File: src/rtl/sakebi_crc32_arbiter.sv
// ============================================================================
// Module  : sakebi_crc32_arbiter
// Brief   : Round-robin frame arbiter sharing one CRC32 engine between two
//           byte-stream requesters, with short-frame padding and a timeout.
// Revision: 1.0
// ============================================================================
`default_nettype none

module sakebi_crc32_arbiter #(
  parameter int unsigned DATA_WIDTH     = 8,
  parameter int unsigned TIMEOUT_CYCLES = 64,
  parameter int unsigned MIN_BYTES      = 4
) (
  input  logic                  i_axis_ACLK,
  input  logic                  i_axis_ARESET,
  input  logic                  i_req0_TVALID,
  input  logic [DATA_WIDTH-1:0] i_req0_TDATA,
  input  logic                  i_req0_TLAST,
  output logic                  o_req0_TREADY,
  input  logic                  i_req1_TVALID,
  input  logic [DATA_WIDTH-1:0] i_req1_TDATA,
  input  logic                  i_req1_TLAST,
  output logic                  o_req1_TREADY,
  output logic                  o_crc_TVALID,
  output logic [DATA_WIDTH-1:0] o_crc_TDATA,
  input  logic                  i_crc_TVALID,
  input  logic [31:0]           i_crc_TDATA,
  output logic                  o_res_TVALID,
  output logic [31:0]           o_res_TDATA,
  output logic                  o_res_TID,
  output logic [15:0]           o_res_TLEN,
  output logic [2:0]            o_res_TUSER,
  input  logic                  i_res_TREADY
);

  localparam int unsigned     C_EW      = $clog2(MIN_BYTES + 2);
  localparam int unsigned     C_TW      = $clog2(TIMEOUT_CYCLES + 1);
  localparam logic [C_EW-1:0] C_MIN     = C_EW'(MIN_BYTES);
  localparam logic [C_TW-1:0] C_TO_LAST = C_TW'(TIMEOUT_CYCLES - 1);

  typedef enum logic [2:0] {
    S_IDLE   = 3'd0,
    S_STREAM = 3'd1,
    S_PAD    = 3'd2,
    S_WAIT   = 3'd3,
    S_RESULT = 3'd4
  } state_t;

  state_t                state_q, state_d;
  logic                  grant_q, grant_d;
  logic                  rr_q, rr_d;
  logic [15:0]           len_q, len_d;
  logic [C_EW-1:0]       eng_q, eng_d;
  logic [C_TW-1:0]       to_q, to_d;
  logic [2:0]            flags_q, flags_d;
  logic                  crc_vld_q, crc_vld_d;
  logic [DATA_WIDTH-1:0] crc_data_q, crc_data_d;
  logic                  res_vld_q, res_vld_d;
  logic [31:0]           res_data_q, res_data_d;

  logic                  w_gvalid;
  logic                  w_glast;
  logic [DATA_WIDTH-1:0] w_gdata;
  logic [C_EW-1:0]       w_eng_inc;

  assign w_gvalid  = grant_q ? i_req1_TVALID : i_req0_TVALID;
  assign w_glast   = grant_q ? i_req1_TLAST  : i_req0_TLAST;
  assign w_gdata   = grant_q ? i_req1_TDATA  : i_req0_TDATA;
  // eng_q counts bytes sent to the engine, saturating once the minimum is met
  assign w_eng_inc = eng_q + C_EW'(1);

  assign o_req0_TREADY = (state_q == S_STREAM) && !grant_q;
  assign o_req1_TREADY = (state_q == S_STREAM) &&  grant_q;
  assign o_crc_TVALID  = crc_vld_q;
  assign o_crc_TDATA   = crc_data_q;
  assign o_res_TVALID  = res_vld_q;
  assign o_res_TDATA   = res_data_q;
  assign o_res_TID     = grant_q;
  assign o_res_TLEN    = len_q;
  assign o_res_TUSER   = flags_q;

  always_comb begin
    state_d    = state_q;
    grant_d    = grant_q;
    rr_d       = rr_q;
    len_d      = len_q;
    eng_d      = eng_q;
    to_d       = to_q;
    flags_d    = flags_q;
    crc_vld_d  = 1'b0;
    crc_data_d = crc_data_q;
    res_vld_d  = res_vld_q;
    res_data_d = res_data_q;
    case (state_q)
      S_IDLE: begin
        if (i_req0_TVALID || i_req1_TVALID) begin
          grant_d = (i_req0_TVALID && i_req1_TVALID) ? rr_q : i_req1_TVALID;
          len_d   = '0;
          eng_d   = '0;
          to_d    = '0;
          flags_d = '0;
          state_d = S_STREAM;
        end
      end
      S_STREAM: begin
        if (w_gvalid) begin
          crc_vld_d  = 1'b1;
          crc_data_d = w_gdata;
          if (len_q != 16'hFFFF) len_d = len_q + 16'd1;
          if (eng_q != C_MIN)    eng_d = w_eng_inc;
          if (w_glast) state_d = (w_eng_inc < C_MIN) ? S_PAD : S_WAIT;
        end else begin
          // A gap terminates the engine frame; later bytes start a new grant.
          flags_d[1] = 1'b1;
          state_d    = (eng_q < C_MIN) ? S_PAD : S_WAIT;
        end
      end
      S_PAD: begin
        crc_vld_d  = 1'b1;
        crc_data_d = '0;
        flags_d[0] = 1'b1;
        eng_d      = w_eng_inc;
        if (w_eng_inc == C_MIN) state_d = S_WAIT;
      end
      S_WAIT: begin
        if (i_crc_TVALID) begin
          res_data_d = i_crc_TDATA;
          res_vld_d  = 1'b1;
          state_d    = S_RESULT;
        end else if (to_q == C_TO_LAST) begin
          res_data_d = '0;
          flags_d[2] = 1'b1;
          res_vld_d  = 1'b1;
          state_d    = S_RESULT;
        end else begin
          to_d = to_q + C_TW'(1);
        end
      end
      S_RESULT: begin
        if (i_res_TREADY) begin
          res_vld_d = 1'b0;
          rr_d      = ~grant_q;
          state_d   = S_IDLE;
        end
      end
      default: state_d = S_IDLE;
    endcase
  end

  always_ff @(posedge i_axis_ACLK) begin
    if (i_axis_ARESET) begin
      state_q    <= S_IDLE;
      grant_q    <= 1'b0;
      rr_q       <= 1'b0;
      len_q      <= '0;
      eng_q      <= '0;
      to_q       <= '0;
      flags_q    <= '0;
      crc_vld_q  <= 1'b0;
      crc_data_q <= '0;
      res_vld_q  <= 1'b0;
      res_data_q <= '0;
    end else begin
      state_q    <= state_d;
      grant_q    <= grant_d;
      rr_q       <= rr_d;
      len_q      <= len_d;
      eng_q      <= eng_d;
      to_q       <= to_d;
      flags_q    <= flags_d;
      crc_vld_q  <= crc_vld_d;
      crc_data_q <= crc_data_d;
      res_vld_q  <= res_vld_d;
      res_data_q <= res_data_d;
    end
  end

endmodule

`default_nettype wire

File: config.mk
export PLATFORM = sky130hd
export DESIGN_NAME = sakebi_crc32_arbiter
export DESIGN_NICKNAME = d
export VERILOG_FILES = /design/src/rtl/sakebi_crc32_arbiter.sv
export SDC_FILE = /design/constraint.sdc
export NUM_CORES = 1
export LEC_CHECK = 0
export ABC_CLOCK_PERIOD_IN_PS = 3800
export BUFFER_PORTS_ARGS = -buffer_cell sky130_fd_sc_hd__buf_2
export CAP_MARGIN = 0
export CORE_ASPECT_RATIO = 0.5
export CORE_UTILIZATION = 53
export CTS_CLUSTER_SIZE = 30
export DETAILED_ROUTE_END_ITERATION = 6
export GPL_TIMING_DRIVEN = 1
export PLACE_DENSITY = 0.93
export SYNTH_ARGS = -nofsm -noshare
export SYNTH_HDL_FRONTEND = slang
export SYNTH_SLANG_ARGS = --single-unit
File: constraint.sdc
create_clock -name i_axis_ACLK -period 3.8 [get_ports i_axis_ACLK]
set_clock_uncertainty 0.1 [all_clocks]
set_input_delay 0.19 -clock i_axis_ACLK [delete_from_list [all_inputs] [get_ports i_axis_ACLK]]
set_output_delay 0.19 -clock i_axis_ACLK [all_outputs]
set_load 0.05 [all_outputs]
== Word-level counts from Yosys, hierarchy flattened ==
Index checks and enable logic that the tools add are counted.

* Register bits: 76
* Output and inout bits: 64

* Add/subtract/negate cells: 3
* Magnitude comparators: 2
* Equality and inequality tests: 20
* Muxes and demuxes: 41
* Bitwise gates (word level): 1
* Reduce and logical (&&, ||, !) cells: 25

{| class="wikitable"
|+ Operators by type and width
! operator !! count
|-
| 32-bit 2-to-1 mux || 2
|-
| 16-bit 2-to-1 mux || 3
|-
| 16-bit one-hot mux with 2 select lines || 1
|-
| 3-bit 2-to-1 mux || 10
|-
| 7-bit 2-to-1 mux || 3
|-
| 16-bit by 1-bit adder with 16-bit output, second input constant || 1
|-
| 8-bit 2-to-1 mux || 2
|-
| 16-bit inequality test, second input constant || 1
|-
| 2-bit inequality test, second input constant || 8
|-
| 8-bit one-hot mux with 2 select lines || 1
|-
| 4-bit AND reduction || 4
|-
| 3-bit one-hot mux with 5 select lines || 1
|-
| 7-bit one-hot mux with 2 select lines || 1
|-
| 2-bit nonzero test || 6
|-
| 1-bit 2-to-1 mux || 11
|-
| 1-bit one-hot mux with 2 select lines || 5
|-
| 2-bit AND reduction || 5
|-
| 3-bit inequality test, second input constant || 3
|-
| 3-bit one-hot mux with 3 select lines || 1
|-
| 7-bit by 1-bit adder with 7-bit output, second input constant || 1
|-
| 7-bit by 6-bit == test with 1-bit output, second input constant || 1
|-
| 3-bit by 2-bit == test with 1-bit output, second input constant || 2
|-
| 3-bit == test, second input constant || 2
|-
| 3-bit less-than comparator, second input constant || 2
|-
| 11 further kinds || 15
|}

== Depth between registers and ports, before layout ==
Gate-level depths: netlist of the first run.

* Word-level depth: 6
* Mapped depth: 8
* Mapped depth without buffers: 6

== Worst setup path after synthesis of the first run ==
Ideal clock, no wire load.

* Path type: register to register
* Start: register len_q[0] (netlist: o_res_TLEN[0])
* End: register len_q[4] (netlist: o_res_TLEN[4])
* Setup time: 0.091 ns
* Arrival time: 2.032 ns
* Path slack: 1.577 ns
* Stages on the path, launching flop included: 8
* Clock period less this slack: 2.223 ns
* Cells stage by stage: dfxtp_1 -> ha_1 -> nand3_2 -> nor3_4 -> and3_1 -> buf_4 -> nor2_4 -> a311oi_1

* Longest elaborated chain between the ends: 4

{| class="wikitable"
|+ RTL lines
! what !! RTL line !! text
|-
| start: declaration || 52 || <nowiki>logic [15:0] len_q, len_d;</nowiki>
|-
| start signal: assignment || 167 || <nowiki>len_q <= len_d;</nowiki>
|-
| 16-bit by 1-bit adder with 16-bit output || 109 || <nowiki>if (len_q != 16'hFFFF) len_d = len_q + 16'd1;</nowiki>
|-
| 16-bit 2-to-1 mux || 109 ||
|-
| 16-bit 2-to-1 mux || 106 || <nowiki>if (w_gvalid) begin</nowiki>
|-
| 16-bit one-hot mux with 2 select lines || 94 || <nowiki>case (state_q)</nowiki>
|}

Several ways; a longest one is shown, not always the timed one. The select of a mux whose other input is x is not followed.
A chain may end at the register's enable or synchronous reset.

== Worst setup path after layout of the first run ==
* Start: register state_q[0]
* End: register len_q[4] (netlist: o_res_TLEN[4])

* Longest elaborated chain between the ends: 3

{| class="wikitable"
|+ RTL lines
! what !! RTL line !! text
|-
| start: declaration || 49 || <nowiki>state_t state_q, state_d;</nowiki>
|-
| start signal: assignment || 164 || <nowiki>state_q <= state_d;</nowiki>
|-
| 3-bit by 1-bit == test with 1-bit output / 3-bit zero test (equally long branches) || 94 ||
|-
| 2-bit by 1-bit inequality test with 1-bit output (no line) (tied with other cells) || n/a ||
|-
| 4-bit AND reduction (no line) || n/a ||
|}

Several ways; a longest one is shown, not always the timed one.

==> summary.md, run 1 <==
The die is 115 um wide. The tools report the first-pass GRT wire length as 14500 um. The standard cell area after detailed placement is 0.00401 mm2, and the post-route antenna net violation count is 0.

Of all nets on the critical path, the largest fanout is 22. At the placement stage, the worst setup path has a slack of 1.39 ns. The main combinational cell family by area after synthesis is compound AO/OA/AOI/OAI gates. The mux share of post-synthesis cell area was 0.0369; the diode insertion count for antenna repair was 0. The clock passes through at most 2 buffers. Detailed placement ended at an HPWL of 5660 um. The transition at the pin with the smallest max-transition slack works out to 1.14 ns. Class of the most critical hold timing path: primary input to register.

Critical path capture point type: a register. In the final routed layout, each cell accounts on average for 14.7 um. TritonCTS built the clock tree. The congestion estimate from routability-driven global placement came to 0.868. For this run, the number of Yosys warnings is 0. For the total clock buffers created by CTS, the log shows 9.

The via-per-instance ratio was 5.73; the boundary pin count was 120. Fraction of layout instances using a drive strength above 1: 0.287. The simple-gate share of the synthesized area was 0.219; the data required time of the worst path was 3.94 ns.

The mean cell area of the mapped netlist was 8.68 um2. For hold timing, the worst endpoint is o_res_TDATA[24]. The run gives 2.59 ns as the data arrival time of the critical path. The minimum period implied by the final worst setup slack is 2.45 ns, and the post-layout utilization of the core is 0.730. The post-synthesis xor/xnor area fraction came out at 0. The logs give 0 for the number of antenna violations at the first check in global routing and 0 for the number of maximum-capacitance violations. IR analysis of the VDD net gives a maximum drop of 0.000260 V. The final clock period utilization by the worst path works out to 0.645. The checks that failed: design-rule violations. For the worst-skew pair, the clock arrives at the later sink with an insertion delay of 0.32 ns.

The complex-gate fraction of the synthesized area came out at 0.234. The run finished, with violations left. In this run, synthesis produced a sequential element count of 76.

The run gives 3189 as the via count of the first global-routing pass. The initialized floorplan defines 20 standard-cell rows. The worst setup path is launched from a register.

The run gives 575 as the net total in the final layout. Setup violations remaining at the end of the flow were counted as 0. The synthesized net count was 452. Entering global routing, the biggest net connects 40 pins.

The floorplan step defined a core boundary enclosing 0.00613 mm2. The routed design has 8900 um of wire. After global routing the overflow that remains totals 0.

The clock tree synthesis step divided the H-tree into 3 levels. Setup repair after global routing left no endpoint under its margin. The launch point of the worst hold path is i_crc_TDATA[24]. The sequential area share after synthesis came out at 0.448. Synthesis instantiated 50 different standard cells from the library.

Leaving out fill and tap cells, the most frequent cell in the layout is buf_2. The tools report the synthesized area as 0.00339 mm2. Leaving out fill and tap cells, the most frequent cells in the layout are buf_2, dfxtp_1, nor2_1. In this run the register-to-register setup slack is 1.35 ns. The pre-antenna-repair detailed-routing pass consisted of 7 iterations.

The total clock sinks is 76, and the buffer count from post-CTS setup fixing is 0. Initial DRC count: 347. The detailed-route DRC error count was 2. In this run the critical register-to-register path is captured at o_res_TLEN[4]. After clock tree synthesis, the clock-pin slew on the worst setup and hold paths is 0.06 ns. After layout, the worst setup slack is 1.35 ns. The count of cells along the worst hold path works out to 3. The power density over the cells was 507 mW/mm2. The number of resized instances in the post-cts repair step is 0, and the fraction of the mapped netlist area in adder cells is 0.0184. The finished layout cell area was 0.00448 mm2.

Type of the worst setup path: register to register. The count of vias placed by the detailed router came out at 3477. The root buffer cell chosen for the clock tree is clkbuf_16.

For the relative slew slack, the log shows 0.243. The die is 58.6 um tall. The final max-slew violation count is 0.

The number of buffers inserted by port buffering works out to 119. The final-report hold violation count is 0. For the worst flop-to-flop path, the logic depth is 5. The tools report the startpoint of the most critical register-to-register path as state_q[0]. The logs give 0.554 for the starting utilization of the core area and 0.00675 mm2 for the area of the die.

For this design the static power due to leakage is 0.00192 uW. After technology mapping, the gate count stands at 391. The logs give 0.408 GHz for the highest achievable clock rate and 0 ns for the final sum of negative setup slack. The relative area change from synthesis to final layout was 31.8%.

The run gives 0.275 as the combined global-route utilization of all metal layers.
## logic make-up after synthesis
| logic type | count (synthesis) |
|---|---|
| fa+ha+maj | 5 |
| compound gates | 116 |
| simple gates | 149 |
| flops | 76 |
| mux | 12 |
| buf+inv | 33 |
## sequential cells by signal, summed over array words and instances, names as in the netlist
signal / flops
o_res_TLEN: 16
o_res_TUSER: 3
o_crc_TDATA: 8
to_q: 7
o_res_TDATA: 32
state_q: 3
o_res_TID: 1
o_crc_TVALID: 1
rr_q: 1
o_res_TVALID: 1
eng_q: 3
## timing repair
item                       4_1_cts  5_1_grt
setup endpoints to repair        0        0
hold buffers                    17        0
hold endpoints to repair        17        0
## layer usage
metal  share of wire  GRT usage  vias up
met5               0          0        -
met2            0.49      0.478      131
met1            0.44      0.332     1657
met3           0.059     0.0731       17
met4           0.018      0.106        0
li1                -          -     1672
## final cells by class
cell class | instances | area, um2
Clock buffer | 10 | 229
Clock inverter | 6 | 71.3
Fill cell | 430 | 1660
Inverter | 5 | 18.8
Multi-Input combinational cell | 282 | 1730
Sequential cell | 76 | 1520
Tap cell | 88 | 110
Timing Repair Buffer | 140 | 796
## how the worst max path moves through the flow
stage	startpoint	end	slack (ns)	cells past startpoint
finish	state_q[0]	o_res_TLEN[4]	1.35	5
global route	state_q[0]	o_res_TLEN[7]	1.09	5
CTS	state_q[0]	o_res_TLEN[4]	1.37	5
detailed placement	state_q[0]	o_res_TLEN[4]	1.39	5
global placement	state_q[0]	o_res_TLEN[9]	1.46	5
floorplan	o_res_TLEN[0]	o_res_TLEN[4]	1.58	7
## stage by stage
step	hold WS [ns]	cells	power (uW)
final	0.00615	607	2270
after global routing	0.00533	607	2370
after CTS	0.00103	607	2280
after detailed placement	0.334	574	1410
after global placement	0.321	574	1400
after floorplan	0.238	391	1280
## worst max-delay path: stages, from the launching register on
cell,delay [ns]
dfxtp_1,0.60
nor3b_2,0.27
nand2_1,0.46
a21oi_2,0.52
a41oi_1,0.16
a311oi_1,0.25
## power by group
group	switching [uW]	internal, uW	total [uW]
Clock	334	514	848
Sequential	42.4	838	881
Combinational	371	170	541
## cells in the mapped netlist, drive strengths merged
cell type | count | area share
o21a | 4 | 0.0088
o21ai | 12 | 0.018
nor4bb | 1 | 0.0029
a21boi | 1 | 0.0022
nand4 | 4 | 0.0074
or3 | 4 | 0.0074
nand3b | 5 | 0.011
nand3 | 13 | 0.021
o21bai | 1 | 0.0022
inv | 5 | 0.0055
a32oi | 1 | 0.0026
a211oi | 8 | 0.018
a22oi | 33 | 0.073
ha | 5 | 0.018
and3 | 8 | 0.015
a41oi | 3 | 0.0077
dfxtp | 76 | 0.45
mux2i | 11 | 0.032
a21o | 1 | 0.0022
nor3b | 2 | 0.0059
nand2b | 4 | 0.0074
nand2 | 19 | 0.021
nor2 | 71 | 0.081
clkbuf | 13 | 0.014
o221ai | 1 | 0.0077
o31ai | 3 | 0.0066
and4bb | 1 | 0.0037
nor3 | 9 | 0.018
nand4b | 1 | 0.0026
o211ai | 1 | 0.0022
and2 | 2 | 0.0037
nor2b | 2 | 0.0037
a31oi | 13 | 0.024
mux2 | 1 | 0.0044
o221a | 1 | 0.0033
buf | 15 | 0.024
a211o | 1 | 0.0026
a311oi | 5 | 0.013
and3b | 1 | 0.0026
or3b | 2 | 0.0052
a21oi | 27 | 0.041
No activity file was read; power rests on OpenSTA's default activity.
==> run 2: changes to the inputs <==
- ABC_AREA: unset -> 1
- ABC_CLOCK_PERIOD_IN_PS: 3800 -> 2400
- CORE_UTILIZATION: 53 -> 51
- PLACE_DENSITY: 0.93 -> 0.89
- clock period: 3.8 -> 2.4 ns (I/O delays scaled with it)
==> run 2 against run 1 <==
The run now ends clean. Register-to-register slack got worse by 0.95 ns. Synthesized area increased by 8.8%. Synthesized cell count increased by 40%. Routed wire length increased by 15%. Non-clock buffer count increased by 18. Cell count increased by 31%. Total power increased by 89%. Critical path depth increased by 4. Clock power increased by 45%. Critical endpoint is now o_res_TLEN[12]. Largest power group unchanged.
==> summary.md, run 2 <==
The flow ran to the end, and the final reports show no timing, DRC or antenna violations. Share of async-settable or async-resettable flops after synthesis: 0. For the sequential area share after synthesis, the log shows 0.412. For the number of antenna violations at the first check in global routing, the log shows 0. For the met1 track demand over resource, the log shows 0.329. The run gives 2.54 ns as the data required time of the worst path.

The worst path buffer plus inverter count is 1, and the routability-driven placement congestion ratio is 0.870. The min-delay analysis places its worst path in the category primary input to register. The number of synthesized register bits came out at 76. By count the netlist is led by nand2_1, dfxtp_1, nand3_1. CTS placed an instance of clkbuf_16 at the clock tree root. The clock input transition at the sequential cells of the worst setup and hold paths was 0.06 ns; the final max-slew violation count was 0. STA classifies the critical path endpoint as a register.

In this run the worst setup path begins at o_res_TID. The slowest stage of the critical path is the dfxtp_1 cell. The detailed router placed 4153 vias in this run. nand2_1 is the most common cell in the netlist. The worst hold path begins at i_res_TREADY. For the via count of the first global-routing pass, the log shows 3922. By startpoint and endpoint, the worst setup path is classified as register to register. For the combinational share of power, the log shows 0.356. The die covers 0.00760 mm2. The clock latency on the worst-skew pair is 0.34 ns, and the maximum number of pins on one net before global-route repair is 49.

Flip-flop count of the largest register after layout: 32. The final sum of negative setup slack is 0 ns, and the highest achievable clock rate is 0.500 GHz. In the synthesized netlist the dominant register cell turns out to be dfxtp_1.

The starting utilization of the core area is 0.540, and the critical path's largest stage delay is 0.54 ns. In the synthesized netlist, the number of instances is 549. The share of the synthesized area in the top cell type is 0.412.

The global routing met2 resource utilization came out at 0.496. Relative slew slack: 0.634. The first global-routing pass estimated 17200 um of wire.

Setup violations remaining at the end of the flow were counted as 0. The die is 122 um wide. Net total in the final layout: 759. For the sequential fraction of design power, the log shows 0.357. The layer flagged by global routing as most heavily used is met2.

The top cell types in the final layout, fill and taps aside, are nand2_1, buf_2, dfxtp_1. The synthesized net count was 610. The synthesized area was 0.00369 mm2.

The worst setup path is launched from a register. The iteration count of the initial detailed-routing pass is 5. The cell type with the highest aggregate area in the netlist was dfxtp_1. TritonCTS built the clock tree. Depth of the CTS H-tree: 3.

The signal on the critical path passes through inv_1 > nand2_1 > nand2_1 > nand2_1 > nand3_2 > nor2_2 > nand2_1 > nor2_1 > nor2_1. For the pin with the worst max-slew slack, the measured transition is 0.549 ns. For the number of warnings issued by yosys, the log shows 0. During I/O placement, the number of pins put on the boundary was 120. For this design the static power due to leakage is 0.00237 uW. The net switching power of the design is 1720 uW, and the mean cell area of the mapped netlist is 6.73 um2. The number of buffers inserted by port buffering was 119; the clock share of power was 0.287. For the detailed-route DRC error count, the log shows 0.

The final-report hold violation count came out at 0. Final hold analysis gives a worst-case slack of 0.0286 ns. For this design, the sink count on the clock tree is 76.

From bottom edge to top edge, the die measures 62.2 um. The relative area change from synthesis to final layout is 34.4%, and the number of flops mapped to enable cells by yosys is 0. The detail route stage leaves a number of antenna-violating nets equal to 0. The total clock buffers created by CTS is 9. The run gives 6400 um as the post-DP HPWL. The met3 usage in global routing was 0.0708; the count of cell types in the netlist was 31. Along the worst path, the maximum fanout reaches 13. The data arrival time of the critical path is 2.14 ns. The tool flagged a number of max-cap violations equal to 0.

For the initial DRC count, the log shows 312. The count of standard-cell rows is 21, and the final clock period utilization by the worst path is 0.833. 0 antenna diodes ended up in the layout.

Most common cell type on the critical path: nand2_1. The global-route congestion overflow total was 0; the minimum period implied by the final worst setup slack was 2.00 ns. Power spread over the standard cell area amounts to 863 mW/mm2.

The combined global-route utilization of all metal layers is 0.288, and the fraction of layout instances using a drive strength above 1 is 0.231. For the maximum resistive drop on vdd, the log shows 0.000453 V. After synthesis, the cell types taking the most area are dfxtp_1, nand2_1, nand3_1, a21oi_1, nor2_1. The via-per-instance ratio works out to 5.23. Internal power of the cells: 2560 uW. The worst register-to-register path begins at o_res_TID. The run gives 0.00683 mm2 as the core box area. The routed design has 10200 um of wire.

The kind of cell with the highest combined delay along the critical path is simple AND/OR/NAND/NOR gates. Switching share of total power: 0.402. The routed wirelength normalized by instance count was 12.9 um. The run gives 2 as the worst-case clock buffer depth. Leaving out fill and tap cells, the most frequent cell in the layout is nand2_1.

Setup repair after global routing left no endpoint under its margin.
==> run 2: changes by cell type after synthesis, moves of 6 or more <==
cell and delta:
buf_2 -9, a31oi_1 -13, inv_1 +39, a22oi_1 -33, nor2_1 -17, nand2_1 +161, nand3_1 +50, and3_1 -8
a21oi_1 +33, a211oi_1 -6, mux2i_1 -11
==> run 2: path summary, 6_finish.rpt <==
check	end	slack, ns	depth (start not counted)
worst max-delay path	o_res_TLEN[12]	0.40	9
worst min-delay path	rr_q	0.03	3
worst max register to register	o_res_TLEN[12]	0.40	9
worst min register to register	o_crc_TDATA[6]	0.36	2
==> run 2: cell families after synthesis <==
logic type                 share of synthesized area
AOI/OAI and AO/OA                              0.107
adders and majority gates                     0.0169
xor gates and xnor gates                      0.0119
and+or+nand+nor                                0.379
buffers and inverters                         0.0735
DFF                                            0.412
==> run 2: layer usage <==
metal / wire length, um / vias to the layer above
met5: 0 / -
met4: 322 / 0
met3: 655 / 32
met2: 5020 / 165
met1: 4240 / 1897
li1: - / 2059
==> run 2: final cells by class <==
class	instances	area [um2]
clock buffer	11	243
clock inverter	4	26.3
fill	526	1870
inverter	49	184
multi-input combinational	404	1900
sequential	76	1520
tap	92	115
timing repair buffer	158	973
==> run 2: power by group through the flow <==
stage                     logic [uW]  registers, uW  clock network [uW]
after global routing            1670           1550                1310
after global placement          1440           1550                   0
after floorplan                  889           1800                   0
after CTS                       1510           1530                1250
after detailed placement        1460           1550                   0
final                           1530           1530                1230
==> run 2: timing repair <==
action | CTS | global route
gates resized for setup | 0 | 0
setup buffers | 0 | 0
hold buffers | 34 | 0
endpoints found under the hold margin | 37 | 0
==> run 2: tightest hold or removal path, stage by stage <==
cell	delay [ns]
buf_2	0.11
nand3_1	0.12
a21oi_1	0.07
==> run 2: metrics by stage <==
step                cell area [um2]  setup slack [ns]  utilization  total power, uW  cells
floorplan                      3690             0.380            -             2690    549
global placement               4350             0.536        0.637             2980    745
detailed placement             4350             0.475        0.637             3010    745
CTS                            4960             0.426        0.726             4280    794
global route                   4960             0.198        0.726             4530    794
finish                         4960             0.401        0.726             4280    794
==> run 3: changes to the inputs <==
- ABC_CLOCK_PERIOD_IN_PS: 2400 -> 1700
- CORE_UTILIZATION: 51 -> 46
- PLACE_DENSITY: 0.89 -> 0.85
- clock period: 2.4 -> 1.7 ns (I/O delays scaled with it)
==> run 3 against run 2 <==
Sequential power rose by 42%. Die area rose by 11%. Clock power rose by 61%. Critical path type unchanged. Largest cell class unchanged.
==> summary.md, run 3 (synthesized netlist as in run 2, its figures left out) <==
In this run the power density over the cells is 1220 mW/mm2. The most numerous cell type found on the critical path is nand2_1. In the final design database the tool counted 794 nets. The flow ran to the end, and the final reports show no timing, DRC or antenna violations. The clock input transition at the sequential cells of the worst setup and hold paths came out at 0.06 ns. The number of clock buffers added by TritonCTS is 9. In this run the standard cell core region covers 0.00754 mm2.

Setup violations remaining at the end of the flow were counted as 0. The global-route congestion overflow total is 0, and the worst-case clock buffer depth is 2. Counting both buffers and inverters, the worst setup path holds a total of 2.

Data required time of the worst path: 1.86 ns. The cell family contributing the most delay on the critical path is buffers and inverters. The die is 129 um wide.

The routability-driven placement congestion ratio is 0.909. The routed wirelength normalized by instance count is 13.9 um. Once detail routing completed, the nets flagged for antenna violations numbered 0.

After the first detailed-routing iteration, the DRC count stood at 291. The flip-flop count of the largest register after layout is 32. In this run the worst hold path is classified as primary input to register. The tools report the number of antenna violations at the first check in global routing as 0. Leaving out fill and tap cells, the most frequent cell in the layout is nand2_1. The first detailed-routing pass took 5 iterations. The detailed-route DRC error count is 0, and the vertical die dimension is 65.4 um.

The final max-slew violation count is 0, and the depth of the CTS H-tree is 3. The largest single stage delay on the critical path is 0.54 ns. Along the worst path, the maximum fanout reaches 11. The signal on the critical path passes through buf_4 > nand2_1 > nand2_1 > dlygate4sd3_1 > nand2_1 > a21oi_1.

In the layout the commonest cells are nand2_1, buf_2, nand3_1, dfxtp_1, a21oi_1. The total routed wirelength is 11800 um. The logs give 120 for the boundary pin count and 0.286 for the combined global-route utilization of all metal layers.

After detailed placement, the design holds a cell count of 776. The run gives 0.00841 mm2 as the area of the die. Data arrives at the worst endpoint at 1.83 ns. The first global-routing pass estimated 18500 um of wire. The count of cells in the finished layout, fillers not included, comes to 846. Relative area change from synthesis to final layout: 48.8%.

The cell at the slowest stage of the critical path is dlygate4sd3_1. The clock period could shrink to 1.67 ns. The via count of the first global-routing pass is 4114. The worst setup path is launched from a register.

For the highest achievable clock rate, the log shows 0.600 GHz. Critical path capture point type: a register. The count of cells along the worst hold path was 5; the logic depth of the worst path, buffers included was 6. The starting utilization of the core area is 0.490, and the via-per-instance ratio is 5.12.

At the pin with the least slew margin, the transition time is 0.503 ns. The maximum number of pins on one net before global-route repair was 43. IR analysis of the VDD net gives a maximum drop of 0.000659 V. After floorplanning, the core was divided into 22 placement rows. The relative slew slack is 0.664, and the overall power is 6700 uW. The run gives 4333 as the count of vias placed by the detailed router.

Across the run, the number of max-cap violations was 0. For the diode insertion count for antenna repair, the log shows 0. The root buffer cell chosen for the clock tree is clkbuf_16. For the total clock sinks, the log shows 76.

TritonCTS built the clock tree. The critical path in this run is classified as register to register. The final clock period utilization by the worst path came out at 0.980.

The fill cell instance count of the final layout is 549, and the fraction of layout instances using a drive strength above 1 is 0.295. The analysis attributes to cell leakage a power of 0.00260 uW. During placement, the flow inserted port buffers numbering 119. Final-report hold violation count: 0.

Measured in cells, the most critical reg-to-reg path has a length of 6. Clock latency on the worst-skew pair, taken at its later pin, is 0.34 ns. The wire-length estimate of the detail-placed layout is 6700 um.
==> run 3: changes by cell type in the layout (fill, tap and decap cells not counted), moves of 4 or more <==
| cell | delta |
|---|---|
| inv_6 | +4 |
| nand2_2 | +4 |
| nor2_1 | -6 |
| dfxtp_1 | -16 |
| nor2_2 | +6 |
| dlygate4sd3_1 | +16 |
| dfxtp_2 | +14 |
| nand2_1 | -6 |
| buf_4 | +12 |
==> run 3: power breakdown <==
| part | internal (uW) | switching, uW | total [uW] | leakage (uW) |
|---|---|---|---|---|
| combinational | 855 | 1700 | 2550 | 0.00183 |
| sequential | 1990 | 176 | 2170 | 0.000624 |
| clock | 1160 | 821 | 1980 | 0.000147 |
==> run 3: per-stage QoR <==
stage	util	setup TNS [ns]	area, um2	hold slack, ns	worst slack (ns)
6_report	0.728	0	5490	0.0122	0.0332
5_1_grt	0.728	-0.370	5490	0.0461	-0.0670
4_1_cts	0.708	0	5340	0.000125	0.0194
3_5_place_dp	0.601	0	4540	0.241	0.0480
3_3_place_gp	0.601	0	4540	0.237	0.0929
2_1_floorplan	-	-0.00687	3720	0.132	-0.00352
==> run 3: worst register-to-register path, stage by stage, from the launching register on <==
cell	delay, ns
dfxtp_2	0.35
buf_4	0.18
nand2_1	0.10
nand2_1	0.07
dlygate4sd3_1	0.54
nand2_1	0.05
a21oi_1	0.19
==> run 3: final cells by class <==
| class | instances | area (um2) | area share |
|---|---|---|---|
| clock buffer | 9 | 225 | 0.0410 |
| clock inverter | 7 | 81.3 | 0.0148 |
| inverter | 49 | 189 | 0.0344 |
| multi-input combinational | 404 | 1990 | 0.361 |
| sequential | 76 | 1550 | 0.281 |
| tap | 108 | 135 | 0.0246 |
| timing repair buffer | 193 | 1330 | 0.242 |
==> run 3: worst paths after layout <==
check	from	end	slack, ns
setup / recovery	o_res_TID	o_crc_TDATA[0]	0.03
hold / removal	i_crc_TVALID	o_res_TVALID	0.01
setup reg to reg	o_res_TID	o_crc_TDATA[0]	0.03
hold reg to reg	o_crc_TDATA[7]	o_crc_TDATA[7]	0.36
==> run 3: timing repair <==
item	CTS	global route
endpoints found under the hold margin	42	0
buffers inserted	0	2
resized for setup	0	31
hold buffers	50	0
setup endpoints to repair	0	66
==> run 3: metal layers <==
layer	share of wire	vias up	GRT usage
met5	0	-	0
met4	0.050	0	0.184
met3	0.065	55	0.0765
met2	0.48	190	0.497
met1	0.40	1963	0.316
li1	-	2125	-
